--- src/rtl/led_status_bank_if.sv ---
// Configuration write port for led_status_bank.
//   cfg_valid : write request (master -> slave)
//   cfg_ready : write accepted when cfg_valid && cfg_ready (slave -> master)
//   cfg_chan  : target channel, CH_W bits
//   cfg_mode  : 0 OFF, 1 ON, 2 BLINK, 3 CODE
//   cfg_arg   : BLINK half-period minus 1 in ticks; CODE pulse count in [3:0]
interface led_status_bank_if #(
    parameter int unsigned CH_W = 2
) ();
    logic            cfg_valid;
    logic            cfg_ready;
    logic [CH_W-1:0] cfg_chan;
    logic [1:0]      cfg_mode;
    logic [7:0]      cfg_arg;

    modport master (
        output cfg_valid,
        output cfg_chan,
        output cfg_mode,
        output cfg_arg,
        input  cfg_ready
    );

    modport slave (
        input  cfg_valid,
        input  cfg_chan,
        input  cfg_mode,
        input  cfg_arg,
        output cfg_ready
    );
endinterface

--- src/rtl/led_status_bank.sv ---
// Multi-channel status-LED driver. Each channel is independently set to
// OFF, ON, BLINK or CODE (N pulses then a gap), all timed from one shared
// free-running tick prescaler.
//   clk, rst  : clock, synchronous active-high reset
//   cfg       : configuration write port (slave side of led_status_bank_if)
//   lamp_test : forces every led bit high while asserted
//   tick      : one-cycle pulse when the prescaler wraps (debug)
//   led       : LED drive, active high
module led_status_bank #(
    parameter int unsigned CHANNELS    = 4,
    parameter int unsigned PRESCALE    = 100000,
    parameter int unsigned PULSE_TICKS = 200,
    parameter int unsigned GAP_TICKS   = 1000,
    parameter int unsigned CH_W        = (CHANNELS > 1) ? $clog2(CHANNELS) : 1
) (
    input  logic                clk,
    input  logic                rst,
    led_status_bank_if.slave    cfg,
    input  logic                lamp_test,
    output logic                tick,
    output logic [CHANNELS-1:0] led
);

    localparam int unsigned PS_W     = $clog2(PRESCALE);
    localparam int unsigned CODE_MAX = (PULSE_TICKS > GAP_TICKS) ? PULSE_TICKS : GAP_TICKS;
    localparam int unsigned CT_W     = $clog2(CODE_MAX + 1);

    typedef enum logic [1:0] {
        MODE_OFF   = 2'd0,
        MODE_ON    = 2'd1,
        MODE_BLINK = 2'd2,
        MODE_CODE  = 2'd3
    } mode_e;

    typedef enum logic [1:0] {
        C_IDLE = 2'd0,
        C_HIGH = 2'd1,
        C_LOW  = 2'd2,
        C_GAP  = 2'd3
    } code_state_e;

    logic [PS_W-1:0]     ps_cnt;
    logic                ready_q;
    logic                cfg_fire;
    logic [CH_W-1:0]     chan_sel;
    logic [CHANNELS-1:0] led_q;

    // Free-running prescaler; tick is registered one count early so it is
    // high exactly while the count sits at PRESCALE-1.
    always_ff @(posedge clk) begin
        if (rst) begin
            ps_cnt <= '0;
            tick   <= 1'b0;
        end else begin
            tick <= (ps_cnt == PS_W'(PRESCALE - 2));
            if (ps_cnt == PS_W'(PRESCALE - 1)) begin
                ps_cnt <= '0;
            end else begin
                ps_cnt <= ps_cnt + 1'b1;
            end
        end
    end

    // Write port is always ready once out of reset.
    always_ff @(posedge clk) begin
        if (rst) begin
            ready_q <= 1'b0;
        end else begin
            ready_q <= 1'b1;
        end
    end

    assign cfg.cfg_ready = ready_q;
    assign cfg_fire      = cfg.cfg_valid && ready_q;
    assign chan_sel      = cfg.cfg_chan;

    for (genvar gi = 0; gi < CHANNELS; gi++) begin : g_chan
        mode_e           mode_q;
        logic [7:0]      arg_q;
        logic [7:0]      btimer;
        logic [CT_W-1:0] ctimer;
        logic [3:0]      pcount;
        code_state_e     cstate;
        logic            led_bit;
        logic            hit;

        // Out-of-range channel numbers match no instance and are dropped.
        assign hit = cfg_fire && (32'(chan_sel) == 32'(gi));

        // Per-channel pattern generator; a write takes priority over a
        // coincident tick so the new phase always starts from zero.
        always_ff @(posedge clk) begin
            if (rst) begin
                mode_q  <= MODE_OFF;
                arg_q   <= '0;
                btimer  <= '0;
                ctimer  <= '0;
                pcount  <= '0;
                cstate  <= C_IDLE;
                led_bit <= 1'b0;
            end else if (hit) begin
                mode_q <= mode_e'(cfg.cfg_mode);
                arg_q  <= cfg.cfg_arg;
                btimer <= '0;
                ctimer <= '0;
                pcount <= '0;
                cstate <= C_IDLE;
                case (mode_e'(cfg.cfg_mode))
                    MODE_OFF:   led_bit <= 1'b0;
                    MODE_ON:    led_bit <= 1'b1;
                    MODE_BLINK: led_bit <= 1'b1;
                    MODE_CODE: begin
                        if (cfg.cfg_arg[3:0] == 4'd0) begin
                            led_bit <= 1'b0;
                        end else begin
                            cstate  <= C_HIGH;
                            led_bit <= 1'b1;
                        end
                    end
                    default:    led_bit <= 1'b0;
                endcase
            end else if (tick) begin
                case (mode_q)
                    MODE_BLINK: begin
                        if (btimer == arg_q) begin
                            led_bit <= ~led_bit;
                            btimer  <= '0;
                        end else begin
                            btimer <= btimer + 1'b1;
                        end
                    end
                    MODE_CODE: begin
                        case (cstate)
                            C_HIGH: begin
                                if (ctimer == CT_W'(PULSE_TICKS - 1)) begin
                                    cstate  <= C_LOW;
                                    led_bit <= 1'b0;
                                    ctimer  <= '0;
                                    pcount  <= pcount + 1'b1;
                                end else begin
                                    ctimer <= ctimer + 1'b1;
                                end
                            end
                            C_LOW: begin
                                if (ctimer == CT_W'(PULSE_TICKS - 1)) begin
                                    ctimer <= '0;
                                    if (pcount == arg_q[3:0]) begin
                                        cstate <= C_GAP;
                                    end else begin
                                        cstate  <= C_HIGH;
                                        led_bit <= 1'b1;
                                    end
                                end else begin
                                    ctimer <= ctimer + 1'b1;
                                end
                            end
                            C_GAP: begin
                                if (ctimer == CT_W'(GAP_TICKS - 1)) begin
                                    cstate  <= C_HIGH;
                                    led_bit <= 1'b1;
                                    ctimer  <= '0;
                                    pcount  <= '0;
                                end else begin
                                    ctimer <= ctimer + 1'b1;
                                end
                            end
                            default: ;
                        endcase
                    end
                    default: ;
                endcase
            end
        end

        assign led_q[gi] = led_bit;
    end

    // lamp_test overrides the display only; channel state runs on underneath.
    assign led = led_q | {CHANNELS{lamp_test}};

endmodule

--- src/flat_wrapper.sv ---
// flat-port wrapper written by rule: the top's interface ports become plain ports
module led_status_bank_flat 
#(
    parameter int unsigned CHANNELS    = 4,
    parameter int unsigned PRESCALE    = 100000,
    parameter int unsigned PULSE_TICKS = 200,
    parameter int unsigned GAP_TICKS   = 1000,
    parameter int unsigned CH_W        = (CHANNELS > 1) ? $clog2(CHANNELS) : 1
)
  (clk, rst, lamp_test, tick, led, cfg_cfg_valid, cfg_cfg_chan, cfg_cfg_mode, cfg_cfg_arg, cfg_cfg_ready);
  led_status_bank_if #(.CH_W(CH_W)) cfg_i ();
  input  logic clk;
  input  logic rst;
  input  logic lamp_test;
  output logic tick;
  output logic [CHANNELS-1:0] led;
  input wire logic [$bits(cfg_i.cfg_valid)-1:0] cfg_cfg_valid;
  input wire logic [$bits(cfg_i.cfg_chan)-1:0] cfg_cfg_chan;
  input wire logic [$bits(cfg_i.cfg_mode)-1:0] cfg_cfg_mode;
  input wire logic [$bits(cfg_i.cfg_arg)-1:0] cfg_cfg_arg;
  output wire logic [$bits(cfg_i.cfg_ready)-1:0] cfg_cfg_ready;
  assign cfg_i.cfg_valid = cfg_cfg_valid;
  assign cfg_i.cfg_chan = cfg_cfg_chan;
  assign cfg_i.cfg_mode = cfg_cfg_mode;
  assign cfg_i.cfg_arg = cfg_cfg_arg;
  assign cfg_cfg_ready = cfg_i.cfg_ready;
  led_status_bank #(.CHANNELS(CHANNELS), .PRESCALE(PRESCALE), .PULSE_TICKS(PULSE_TICKS), .GAP_TICKS(GAP_TICKS), .CH_W(CH_W)) u_core (.clk(clk), .rst(rst), .cfg(cfg_i), .lamp_test(lamp_test), .tick(tick), .led(led));
endmodule
--- config.mk ---
export PLATFORM = sky130hd
export DESIGN_NAME = led_status_bank_flat
export DESIGN_NICKNAME = d
export VERILOG_FILES = /design/src/rtl/led_status_bank_if.sv /design/src/rtl/led_status_bank.sv /design/src/flat_wrapper.sv
export SDC_FILE = /design/constraint.sdc
export NUM_CORES = 1
export LEC_CHECK = 0
export ABC_AREA = 1
export BUFFER_PORTS_ARGS = -buffer_cell sky130_fd_sc_hd__buf_2
export CORE_MARGIN = 2
export CORE_UTILIZATION = 54
export CTS_BUF_LIST = sky130_fd_sc_hd__clkbuf_4 sky130_fd_sc_hd__clkbuf_8
export DETAILED_ROUTE_END_ITERATION = 10
export GPL_TIMING_DRIVEN = 0
export HOLD_SLACK_MARGIN = 0.02
export PLACE_DENSITY = 0.71
export SYNTH_ARGS = -nofsm -noshare
export SYNTH_HDL_FRONTEND = slang
export SYNTH_SLANG_ARGS = --single-unit
--- constraint.sdc ---
create_clock -name clk -period 1.9 [get_ports clk]
set_input_delay 0.19 -clock clk [delete_from_list [all_inputs] [get_ports clk]]
set_output_delay 0.19 -clock clk [all_outputs]
set_load 0.1 [all_outputs]
==> run metrics <==
worst flop-to-flop path startpoint=u_core.g_chan[1].ctimer[1]; slew at the pin closest to its max-slew limit=about 550 ps; post-route antenna net violation count=0; worst hold path cell count=3; clock tree from TritonCTS=built; skew final=between 10 and 15 ps; post-route fraction of the period consumed by the critical path=0.974; Placeable Area=about 15000 um2; Setup CP Type=reg2reg; worst vdd ir=around 0.57 mV; wire length of the first global-routing pass=roughly 32000 um; clock-pin slew reported for the worst setup and hold paths after clock tree synthesis=90 ps; final period demand of the worst path=1850 ps; most used standard cell by instance count after synthesis=nor2_1; synthesized area per cell=7.18 um2; routed length on met2=about 8800 um; data required time at the worst endpoint=2250 ps; number of different library cells in the post-synthesis netlist=between 40 and 50; detailed router's first-iteration violation count=approximately 450; post-synthesis to final-layout area growth=13.1%; hold worst-path end=u_core.g_chan[0].arg_q[7]; starting density of the core=0.554; total of flip-flops plus latches after synthesis=about 160; final weighted congestion in routability-driven placement=around 0.9; setup slack on the worst flop-to-flop path=50 ps; Worst setup SP type=register; total length of routed wires=roughly 19000 um; GR Overflow Total=0; number of nets in the final layout=between 1000 and 1500; synthesized instance count=about 1200; power density cells=~730 nW/um2; Max clock buf depth=2; top sig layer=met5; number of vias per cell=roughly 5.3; Post-synth EDFFs=0; Top Ports=22; number of vias in the routed layout=approximately 7500; number of remaining DRC errors=0; number of filler instances in the final layout=roughly 1400; Syn Std Cell Area=~8400 um2; area of all placed cells without fillers=about 9500 um2; final count of pins violating max slew=0; type of the most critical hold path=in2reg; headroom to the max-slew limit=0.630; Lkg Pwr=slightly below 4 nW; row count=45; average wire length per cell after detail routing=13.3 um; kind of capture point of the worst setup path=register; Synthesized Nets=about 1200; top post-synthesis cells by count=nor2_1, nand2_1, dfxtp_1; layout cell share with drive strength beyond 1=0.115; unrepaired setup endpoints after global routing=true; wire length on met3=between 800 and 900 um; library cell with the largest summed area after synthesis=dfxtp_1; highest attainable clock frequency=around 540 MHz; sequential cell area fraction in the yosys report=0.378; clock network latency to the later pin of the worst-skew pair=~460 ps; die area=about 17000 um2; initial antenna violation count=1; final hold viol count=0; GRT Resource Usage Total=0.235; height of the die=129 um; Buffers on Ports=21; number of levels in the clock H-tree=4; largest fanout on the critical path=5; number of antenna cells inserted=0; first-pass detailed-route iteration total=5; number of global-route vias before repair=~7000; Die W=129 um; Placed Instance Area=slightly below 9000 um2; final setup slack of the worst path=50.3 ps; maximum number of pins on one net before global-route repair=17; capture point of the worst reg-to-reg path=u_core.g_chan[1].pcount[3]; number of sinks handled by clock tree synthesis=between 150 and 200; setup slack at placement=-64.3 ps; launch point of the worst hold path=cfg_cfg_arg[7]; detailed-routing wirelength on met1=a little under 9000 um; share of the synthesized area in the top cell type=0.378; Worst R2R Path Depth=11; status=finished, final reports clean; CP Data Arrival Time=2200 ps; Async SR Flop Fraction=0; Fin Setup TNS=0 ps; total CTS buffers=17; Clock Root Buffer=clkbuf_8; top_reg_cell synth=dfxtp_1; top cells by area in the synthesized netlist=dfxtp_1, nor2_1, nand2_1, inv_1, ha_1; # setup viols final=0; max-cap check violation count=0; count of warnings emitted by yosys=0; DP Wirelength=roughly 14000 um
==> critical path, cell delays in order (launching register included) <==
cell and delay (ps):
dfxtp_4 360, ha_2 170, nand2_1 110, nor2_4 130, nand4_1 160, nand2_2 130
nand2_1 90, nor2_4 210, nand2_4 90, nor2_4 100, nand2_1 40, nor3b_2 140
==> cell families (layout without fill, tap and decap cells) <==
group                    Yosys count  in the layout  share of synthesized area
XOR/XNOR                          83             83                     0.0863
buffers and inverters            158            218                     0.0720
flip-flops                       159            159                      0.378
AND/OR/NAND/NOR                  580            580                      0.310
adder cells (fa/ha/maj)           32             32                     0.0475
multiplexers                       1              1                    0.00119
AO/OA/AOI/OAI                    161            161                      0.105
==> worst max path at each step <==
stage                                     startpoint                          to  cells after the start
after global placement    u_core.g_chan[0].ctimer[0]  u_core.g_chan[0].pcount[3]                      8
after global routing      u_core.g_chan[1].ctimer[1]  u_core.g_chan[1].pcount[3]                     11
after CTS                 u_core.g_chan[1].ctimer[1]  u_core.g_chan[1].pcount[3]                     11
after detailed placement  u_core.g_chan[2].cstate[0]  u_core.g_chan[2].ctimer[9]                      8
final                     u_core.g_chan[1].ctimer[1]  u_core.g_chan[1].pcount[3]                     11
after floorplan                          u_core.tick  u_core.g_chan[3].ctimer[8]                      9
==> cell usage in the layout (no fill, tap or decap), drive strengths merged, types with 2 or more instances in the layout <==
cell type  instances
nor4               3
clkinv             3
a211oi            13
o22ai              3
o21ai             76
ha                32
bufinv             7
xor2              41
nand3             72
nor3              41
clkbuf            35
and3               2
nor3b             17
buf               34
inv              139
nor2             238
xnor2             42
dfxtp            159
o211ai             4
nand2            168
a21oi             57
nand4             25
or2               12
o21a               2
==> registers in the layout, summed over array words and instances (netlist names) <==
register / cells
u_core.g_chan.btimer: 32
u_core.ps_cnt: 17
u_core.tick: 1
u_core.g_chan.mode_q: 8
u_core.g_chan.pcount: 16
u_core.g_chan.ctimer: 40
u_core.g_chan.led_bit: 4
u_core.g_chan.arg_q: 32
u_core.cfg.cfg_ready: 1
u_core.g_chan.cstate: 8
==> final cells by class <==
class	instances	area, um2	area share
repair buffers	30	173	0.0181
flip-flops and latches	159	3200	0.335
clock inverters	10	233	0.0244
clock buffers	20	269	0.0282
plain buffers	19	85.1	0.00893
well taps	188	235	0.0247
multi-input cells	857	4820	0.506
inverters	139	522	0.0547
==> where the power goes <==
group / total, mW / internal [mW] / switching [mW] / leakage [nW]
sequential: 3.41 / 3.37 / 0.0401 / 1.29
clock: 3.14 / 1.90 / 1.23 / 0.253
combinational: 0.427 / 0.126 / 0.302 / 2.40
total: 6.97 / 5.40 / 1.58 / 3.94
==> metal layers <==
| metal | up-vias | track usage |
|---|---|---|
| met3 | 34 | 0.0532 |
| li1 | 3894 | - |
| met1 | 3466 | 0.305 |
| met5 | - | 0 |
| met4 | 2 | 0.0818 |
| met2 | 135 | 0.387 |
==> metrics by stage <==
stage	total power [mW]	std cells	utilization	hold WS, ps
floorplan	3.76	1174	-	325
global placement	3.89	1383	0.577	447
detailed placement	3.90	1383	0.577	456
CTS	7.02	1413	0.611	26.0
global route	7.21	1422	0.627	39.9
finish	6.97	1422	0.627	54.7
==> repair_timing <==
action	CTS	global route
hold buffers	0	0
endpoints found under the hold margin	0	0
setup buffers	0	9
pin swaps	2	13
resized for setup	7	47
setup endpoints to repair	27	68
(Power assumes the default switching activity.)
